--- src/rtl/seu_rate_monitor_if.sv ---
// Rate result handshake between the SEU rate monitor (master) and its consumer (slave).
interface seu_rate_monitor_if #(
    parameter int RATEWIDTH = 16
);
    logic                 rateValid;
    logic                 rateReady;
    logic [RATEWIDTH-1:0] rate;

    modport master (output rateValid, output rate, input rateReady);
    modport slave  (input rateValid, input rate, output rateReady);
endinterface

--- src/rtl/seu_rate_monitor.sv ---
// SEU rate monitor: turns a free-running upstream SEU counter into per-window
// increment counts, reports them over a valid/ready handshake, and raises an
// alarm when a window exceeds the threshold. Results closing while an earlier
// report is still unaccepted are dropped and flagged by a sticky overflow bit.
module seu_rate_monitor #(
    parameter int SEUCNTWIDTH  = 8,
    parameter int WINDOWCYCLES = 1024,
    parameter int RATEWIDTH    = 16
) (
    input  logic                   clk,
    input  logic                   rst,
    input  logic [SEUCNTWIDTH-1:0] seuCount,
    input  logic                   seuCountRst,
    input  logic                   enable,
    input  logic [RATEWIDTH-1:0]   threshold,
    seu_rate_monitor_if.master     rif,
    output logic                   alarm,
    output logic                   overflow
);

    localparam int CW = $clog2(WINDOWCYCLES);
    localparam int SW = ((RATEWIDTH > SEUCNTWIDTH) ? RATEWIDTH : SEUCNTWIDTH) + 1;
    localparam logic [CW-1:0]        WIN_LAST = CW'(WINDOWCYCLES - 1);
    localparam logic [RATEWIDTH-1:0] RATE_MAX = '1;

    typedef enum logic [1:0] {IDLE, PRIME, RUN} state_t;

    state_t                 state_q, state_d;
    logic [SEUCNTWIDTH-1:0] seu_prev_q, seu_prev_d;
    logic [RATEWIDTH-1:0]   acc_q, acc_d;
    logic [CW-1:0]          win_cnt_q, win_cnt_d;
    logic [RATEWIDTH-1:0]   rate_q, rate_d;
    logic                   rate_valid_q, rate_valid_d;
    logic                   alarm_q, alarm_d;
    logic                   overflow_q, overflow_d;

    logic [SEUCNTWIDTH-1:0] delta;
    logic [RATEWIDTH-1:0]   result;
    logic                   win_close;
    logic                   pending;

    // Saturating accumulate of an unsigned counter delta into the rate width.
    function automatic logic [RATEWIDTH-1:0] sat_add(input logic [RATEWIDTH-1:0] a,
                                                     input logic [SEUCNTWIDTH-1:0] b);
        logic [SW-1:0] sum;
        sum = SW'(a) + SW'(b);
        if (sum > SW'(RATE_MAX)) begin
            return RATE_MAX;
        end
        return sum[RATEWIDTH-1:0];
    endfunction

    // Modulo difference handles counter wrap; an upstream clear contributes nothing.
    assign delta     = seuCountRst ? '0 : SEUCNTWIDTH'(seuCount - seu_prev_q);
    assign result    = sat_add(acc_q, delta);
    // A window only closes while still enabled; dropping enable abandons it.
    assign win_close = (state_q == RUN) && enable && (win_cnt_q == WIN_LAST);
    assign pending   = rate_valid_q && !rif.rateReady;

    // FSM state register.
    always_ff @(posedge clk or posedge rst) begin
        if (rst) begin
            state_q <= IDLE;
        end else begin
            state_q <= state_d;
        end
    end

    // FSM next state: enable gates every step, PRIME lasts exactly one cycle.
    always_comb begin
        state_d = state_q;
        case (state_q)
            IDLE:    state_d = enable ? PRIME : IDLE;
            PRIME:   state_d = enable ? RUN : IDLE;
            RUN:     state_d = enable ? RUN : IDLE;
            default: state_d = IDLE;
        endcase
    end

    // Window accumulation, result hand-off, alarm and overflow bookkeeping.
    always_comb begin
        seu_prev_d   = seuCountRst ? '0 : seuCount;
        acc_d        = '0;
        win_cnt_d    = '0;
        rate_d       = rate_q;
        rate_valid_d = rate_valid_q;
        alarm_d      = alarm_q;
        overflow_d   = overflow_q;

        if ((state_q == RUN) && enable && !win_close) begin
            acc_d     = result;
            win_cnt_d = win_cnt_q + 1'b1;
        end

        if (rate_valid_q && rif.rateReady) begin
            rate_valid_d = 1'b0;
        end

        if (win_close) begin
            alarm_d = (result > threshold);
            if (pending) begin
                overflow_d = 1'b1;
            end else begin
                rate_d       = result;
                rate_valid_d = 1'b1;
            end
        end
    end

    // Datapath and status registers.
    always_ff @(posedge clk or posedge rst) begin
        if (rst) begin
            seu_prev_q   <= '0;
            acc_q        <= '0;
            win_cnt_q    <= '0;
            rate_q       <= '0;
            rate_valid_q <= 1'b0;
            alarm_q      <= 1'b0;
            overflow_q   <= 1'b0;
        end else begin
            seu_prev_q   <= seu_prev_d;
            acc_q        <= acc_d;
            win_cnt_q    <= win_cnt_d;
            rate_q       <= rate_d;
            rate_valid_q <= rate_valid_d;
            alarm_q      <= alarm_d;
            overflow_q   <= overflow_d;
        end
    end

    assign rif.rate      = rate_q;
    assign rif.rateValid = rate_valid_q;
    assign alarm         = alarm_q;
    assign overflow      = overflow_q;

endmodule

--- src/flat_wrapper.sv ---
// flat-port wrapper written by rule: the top's interface ports become plain ports
module seu_rate_monitor_flat 
#(
    parameter int SEUCNTWIDTH  = 8,
    parameter int WINDOWCYCLES = 1024,
    parameter int RATEWIDTH    = 16
)
  (clk, rst, seuCount, seuCountRst, enable, threshold, alarm, overflow, rif_rateValid, rif_rate, rif_rateReady);
  seu_rate_monitor_if #(.RATEWIDTH(RATEWIDTH)) rif_i ();
  input  logic clk;
  input  logic rst;
  input  logic [SEUCNTWIDTH-1:0] seuCount;
  input  logic seuCountRst;
  input  logic enable;
  input  logic [RATEWIDTH-1:0] threshold;
  output logic alarm;
  output logic overflow;
  output wire logic [$bits(rif_i.rateValid)-1:0] rif_rateValid;
  output wire logic [$bits(rif_i.rate)-1:0] rif_rate;
  input wire logic [$bits(rif_i.rateReady)-1:0] rif_rateReady;
  assign rif_rateValid = rif_i.rateValid;
  assign rif_rate = rif_i.rate;
  assign rif_i.rateReady = rif_rateReady;
  seu_rate_monitor #(.SEUCNTWIDTH(SEUCNTWIDTH), .WINDOWCYCLES(WINDOWCYCLES), .RATEWIDTH(RATEWIDTH)) u_core (.clk(clk), .rst(rst), .seuCount(seuCount), .seuCountRst(seuCountRst), .enable(enable), .threshold(threshold), .rif(rif_i), .alarm(alarm), .overflow(overflow));
endmodule
--- config.mk ---
export PLATFORM = sky130hd
export DESIGN_NAME = seu_rate_monitor_flat
export DESIGN_NICKNAME = d
export VERILOG_FILES = /design/src/rtl/seu_rate_monitor_if.sv /design/src/rtl/seu_rate_monitor.sv /design/src/flat_wrapper.sv
export SDC_FILE = /design/constraint.sdc
export NUM_CORES = 1
export LEC_CHECK = 0
export ABC_CLOCK_PERIOD_IN_PS = 8000
export CAP_MARGIN = 30
export CORE_MARGIN = 10
export CORE_UTILIZATION = 40
export CTS_CLUSTER_SIZE = 28
export DETAILED_ROUTE_END_ITERATION = 7
export SLEW_MARGIN = 20
export SYNTH_ARGS = -nofsm -noshare
export SYNTH_HDL_FRONTEND = slang
export SYNTH_SLANG_ARGS = --single-unit
--- constraint.sdc ---
create_clock -name clk -period 8 [get_ports clk]
set_input_delay 0.8 -clock clk [delete_from_list [all_inputs] [get_ports clk]]
set_output_delay 0.8 -clock clk [all_outputs]
set_load 0.01 [all_outputs]
# Word level (Yosys, flattened, before mapping)
# Cells that the tools add are included.
[totals]
reg_bits = 55
output_inout_bits = 19
wordCells = 41
[op_classes]
n_addsub = 3
n_lt_le_gt_ge = 2
n_eq_ne = 3
muxes = 13
bitwise = 1
n_reduce_logical = 11
[op_table]
columns = ["op", "count"]
rows = [
  ["$mux 16", 3],
  ["$add 16x8->17", 1],
  ["$gt 17x16->1 const B", 1],
  ["$gt 16x16->1", 1],
  ["$mux 8", 2],
  ["$add 10x1->10 const B", 1],
  ["$eq 10x10->1 const B", 1],
  ["$mux 10", 1],
  ["$sub 8x8->8", 1],
  ["$logic_and 1x1->1", 5],
  ["$mux 1", 5],
  ["$pmux 2 s2", 1],
  ["$reduce_and 2->1", 2],
  ["$eq 2x1->1 const B", 1],
  ["$eq 2x2->1 const B", 1],
  ["$logic_not 1->1", 2],
  ["$logic_not 2->1", 1],
  ["$mux 2", 1],
  ["$reduce_or 2->1", 1],
  ["$not 1->1", 1],
]

# Longest topological paths before layout
[logic_depth]
depth_word = 7
ltp_mapped = 24
mapped_depth_nobuf = 24

# Worst setup path before layout
# No wires, ideal clock.
[synth_timing]
kind = "input to register"
startpoint = "input seuCount[0]"
endpoint = "register u_core.alarm_q (netlist: u_core.alarm)"
setup_ns = 0.121
t_arrival_ns = 4.626
required_time_ns = 7.879
slack_ns = 3.253
cell_stages = 24
n_path_buf = 0
cell_sequence = "inv_1 > ha_1 > inv_1 > fa_1 > a21o_1 > a21oi_1 > o21bai_1 > a21oi_1 > xor2_1 > nor2_1 > ha_1 > o21ai_0 > nand2b_1 > nand3_2 > or4b_1 > o21ai_2 > inv_1 > ha_1 > nand4_1 > nor2_1 > nand4_1 > nor3_1 > nor2_1 > a22o_1"
[synth_via]
elab_chain_cells = 7
[synth_lines]
columns = ["item", "line_no", "source"]
rows = [
  ["start: declaration", "flat_wrapper.sv:12", "input logic [SEUCNTWIDTH-1:0] seuCount;"],
  ["$sub 8x8->8 (*)", "seu_rate_monitor.sv:54", "assign delta = seuCountRst ? '0 : SEUCNTWIDTH'(seuCount - seu_prev_q);"],
  ["$mux 8 (*)", "seu_rate_monitor.sv:54", ""],
  ["$add 16x8->17 (*)", "seu_rate_monitor.sv:46", "sum = SW'(a) + SW'(b);"],
  ["$gt 17x16->1", "seu_rate_monitor.sv:47", "if (sum > SW'(RATE_MAX)) begin"],
  ["$mux 1", "seu_rate_monitor.sv:47", ""],
  ["$mux 16 (*)", "seu_rate_monitor.sv:50", "return sum[RATEWIDTH-1:0];"],
  ["net u_core.result[14]", "seu_rate_monitor.sv:38", "logic [RATEWIDTH-1:0] result;"],
  ["$gt 16x16->1 (*)", "seu_rate_monitor.sv:100", "alarm_d = (result > threshold);"],
  ["end signal: assignment", "seu_rate_monitor.sv:126", "alarm_q <= alarm_d;"],
  ["end: declaration", "seu_rate_monitor.sv:34", "logic alarm_q, alarm_d;"],
]
# Mark *: on every way through the listed nets, which the timed path passes. The rest lies on a longest branch.
# A chain may end at the register's enable or synchronous reset.

# Worst setup path after layout
# Same ends and word-level chain as after synthesis.

==> metrics.md <==
| Metric | Value |
|---|---|
| Status | complete, no violations |
| Footprint of the multi-input gates | 1767 sq um |
| Final-report max-slew violation count | 0 |
| Die Ht | 111.2 um |
| Ports | 48 |
| Prevailing post-synth register cell | dfrtp_1 |
| Hold Buf Count CTS | 0 |
| Post-CTS sizing | 0 |
| Setup TNS | 0 ns |
| DRC viols | 0 |
| Setup Crit Path Kind | input pin to register |
| Post-Route M1 WL | 3.498 mm |
| Crit path DAT | 5.52 ns |
| Worst slew margin | 0.4403 |
| Final setup viols | 0 |
| Reg2reg start | u_core.seu_prev_q[0] |
| RSZ-0062 raised after global routing | false |
| TritonCTS clock tree | built |
| Post-synth top area share | 0.4135 |
| Final ANT Viol Nets | 0 |
| Area leader, netlist | dfrtp_1 |
| Yosys warnings | 0 |
| Hpwl dp | 5.681 mm |
| Most common cell in the netlist | dfrtp_1 |
| Residual overflow from global routing | 0 |
| Final hold vios | 0 |
| Routed len/inst | 14.14 um |
| Count of cell types in the netlist | 43 |
| Die width | 111.2 um |
| Post-synthesis cell area | 3328 sq um |
| Avg Inst Size Synth | 9.093 sq um |
| Synthesis-stage register bit count | 55 |
| Highest clock rate | 0.1898 GHz |
| CTS H-tree lvls | 2 |
| Initial Util | 0.4071 |
| Row count | 33 |
| GP Congestion | 0.8264 |
| Detailed-route wire length | 7.352 mm |
| Critical path's slowest cell | or4b_1 |
| TritonCTS Buffers | 5 |
| Nets | 480 |
| Worst-path cell chain | clkdlybuf4s50_1 > inv_1 > ha_1 > inv_1 > fa_1 > a21o_1 > a21oi_1 > o21bai_1 > a21oi_1 > xor2_1 > nor2_1 > ha_1 > o21ai_0 > nand2b_1 > nand3_2 > or4b_1 > o21ai_2 > inv_1 > ha_1 > nand4_1 > nor2_1 > nand4_1 > o311ai_0 > a22o_1 |
| Syn Nets | 432 |
| Post-synth EDFFs | 0 |
| DR iter-0 viols | 74 |
| Routed vias/inst | 4.973 |
| Area grow syn2layout | 19.89% |
| CORE AREA | 8175 sq um |
| Sequential share of the synthesized area | 0.4135 |
| Clk sink count | 55 |
| Post-CTS Repair Setup Buffers | 0 |
| Met3 routed WL | 259 um |
| Power Dens Cells | 137.0 nW/um^2 |
| Post-route insts no fill | 520 |
| Clock tree buffer depth | 2 |
| Number of global-route vias before repair | 2612 |
| Layout cell share with drive strength beyond 1 | 0.04819 |
| Critical path origin | seuCount[0] |
| Minimum clock period | 5.270 ns |
| First-pass GRT wire length | 12.44 mm |
| Cell count after placement | 512 |
| Worst endpoint required time | 8.25 ns |
| Startpoint types | input pin |
| First drt pass iteration count | 4 |
| Worst VDD drop | 0.00009851 V |
| Reg clk slew, reported paths | 0.10 ns |
| Worst Hold Class | register to register |
| Largest net degree at the start of global routing | 56 |
| Synth cell count leaders | 55 x dfrtp_1, 54 x nor2_1, 41 x inv_1, 35 x ha_1, 28 x nand2_1 |
| Worst Clk Skew | 0.01036 ns |
| Hold path start | u_core.overflow |
| Top cells by area, synth | dfrtp_1 41%, ha_1 13%, nor2_1 6.1%, inv_1 4.6%, nand2_1 3.2% |
| Vias after detailed routing | 2586 |
| Worst path bufs/invs | 4 |
| Tot GR Track Use | 0.1184 |
| IO buf count | 47 |
| Max_cap viols | 0 |
| Initial antenna violation count | 0 |
| ANT cells | 0 |
| Top sig layer | met4 |
| Slew @ Worst Pin | 0.8396 ns |
| Met2 routed wirelength | 3.543 mm |
| Post-Synthesis Cells | 366 |
| Clk root buf | clkbuf_8 |
| Asr flop ratio synth | 1.000 |
| Fillers | 777 |
| Die area | 12370 sq um |
| Setup crit end kind | register |
| Static Leakage | 0.001918 uW |
| Critical path's top delay family | compound AO/OA/AOI/OAI gates |
| Worst-Skew Late Latency | 0.31 ns |
| Final worst-path cycle share | 0.6587 |
| CP Max Fanout | 6 |
| Storage element area | 1376 sq um |
| Slowest stage delay, CP | 0.54 ns |
-- kinds of logic (layout without fill, tap and decap cells) --
kind of cell | Yosys count | in the layout | synth area share
buf+inv | 48 | 97 | 0.05564
flops | 55 | 55 | 0.4135
fa+ha+maj | 37 | 37 | 0.1436
mux | 5 | 5 | 0.01616
xor+xnor | 21 | 21 | 0.05526
compound gates | 64 | 64 | 0.1241
simple gates | 136 | 136 | 0.1917
-- sequential cells by signal, summed over array words and instances (netlist names) --
name,flops
u_core.rif.rateValid,1
u_core.state_q,2
u_core.win_cnt_q,10
u_core.alarm,1
u_core.overflow,1
u_core.acc_q,16
u_core.seu_prev_q,8
u_core.rif.rate,16
-- report_power, final --
| group | leakage, uW | total [uW] | switching, uW | internal (uW) |
|---|---|---|---|---|
| Clock | 0.0000477 | 151 | 91.1 | 60.3 |
| Sequential | 0.000757 | 288 | 3.59 | 284 |
| Combinational | 0.00111 | 108 | 60.4 | 47.3 |
-- metal layers --
layer,global-route usage,vias up
met3,0.02543,4
li1,-,1321
met1,0.1509,1207
met5,0,-
met2,0.1993,54
met4,0.02571,0
-- path summary, 6_finish.rpt --
path                                      end  cells after the start  slack [ns]
setup / recovery                 u_core.alarm                     24        2.73
hold / removal                u_core.overflow                      1        0.49
setup reg to reg                 u_core.alarm                     22        3.36
hold reg to reg               u_core.overflow                      1        0.49
max in group asynchronous  u_core.rif.rate[7]                      3        6.52
min in group asynchronous  u_core.rif.rate[2]                      3        1.01
-- cells in the final DEF (no fill, tap or decap), types with 2 or more instances in the layout --
cell | netlist | routed
and2_1 | 7 | 7
o21bai_1 | 2 | 2
a211oi_1 | 2 | 2
clkbuf_8 | 0 | 5
mux2i_1 | 2 | 2
nand3_1 | 10 | 10
inv_1 | 41 | 40
a31oi_1 | 2 | 2
xor2_1 | 11 | 11
clkinv_2 | 0 | 3
xnor2_1 | 10 | 10
nand2_1 | 28 | 28
ha_1 | 35 | 35
mux2_2 | 3 | 3
clkdlybuf4s50_1 | 0 | 47
fa_1 | 2 | 2
o31ai_1 | 3 | 3
nand2b_1 | 5 | 5
o31a_1 | 4 | 4
o41ai_1 | 2 | 2
a21o_1 | 3 | 3
nor2b_1 | 12 | 12
o21ai_1 | 3 | 3
nor3_1 | 4 | 4
a21oi_1 | 18 | 18
or2_2 | 2 | 2
nor2_1 | 54 | 54
o21ai_0 | 16 | 16
dfrtp_1 | 55 | 55
nand4_1 | 10 | 10
-- final cells by class --
class / count / share of cell area
Sequential cell: 55 / 0.3449
Timing Repair Buffer: 48 / 0.1198
Inverter: 41 / 0.03857
Tap cell: 105 / 0.03293
Clock inverter: 3 / 0.003763
Multi-Input combinational cell: 263 / 0.4428
Clock buffer: 5 / 0.01725
-- metrics by stage --
step           area, sq um  hold slack (ns)  setup WS, ns  utilization  power [uW]
3_5_place_dp          3906           0.4651         2.401       0.4778       401.5
2_1_floorplan         3328           0.4549         3.253            -       366.3
5_1_grt               3990           0.5169         2.243       0.4881       583.2
6_report              3990           0.4926         2.730       0.4881       546.8
3_3_place_gp          3906           0.4672         2.448       0.4778       399.5
4_1_cts               3990           0.4979         2.737       0.4881       556.5
(Power assumes the default switching activity.)
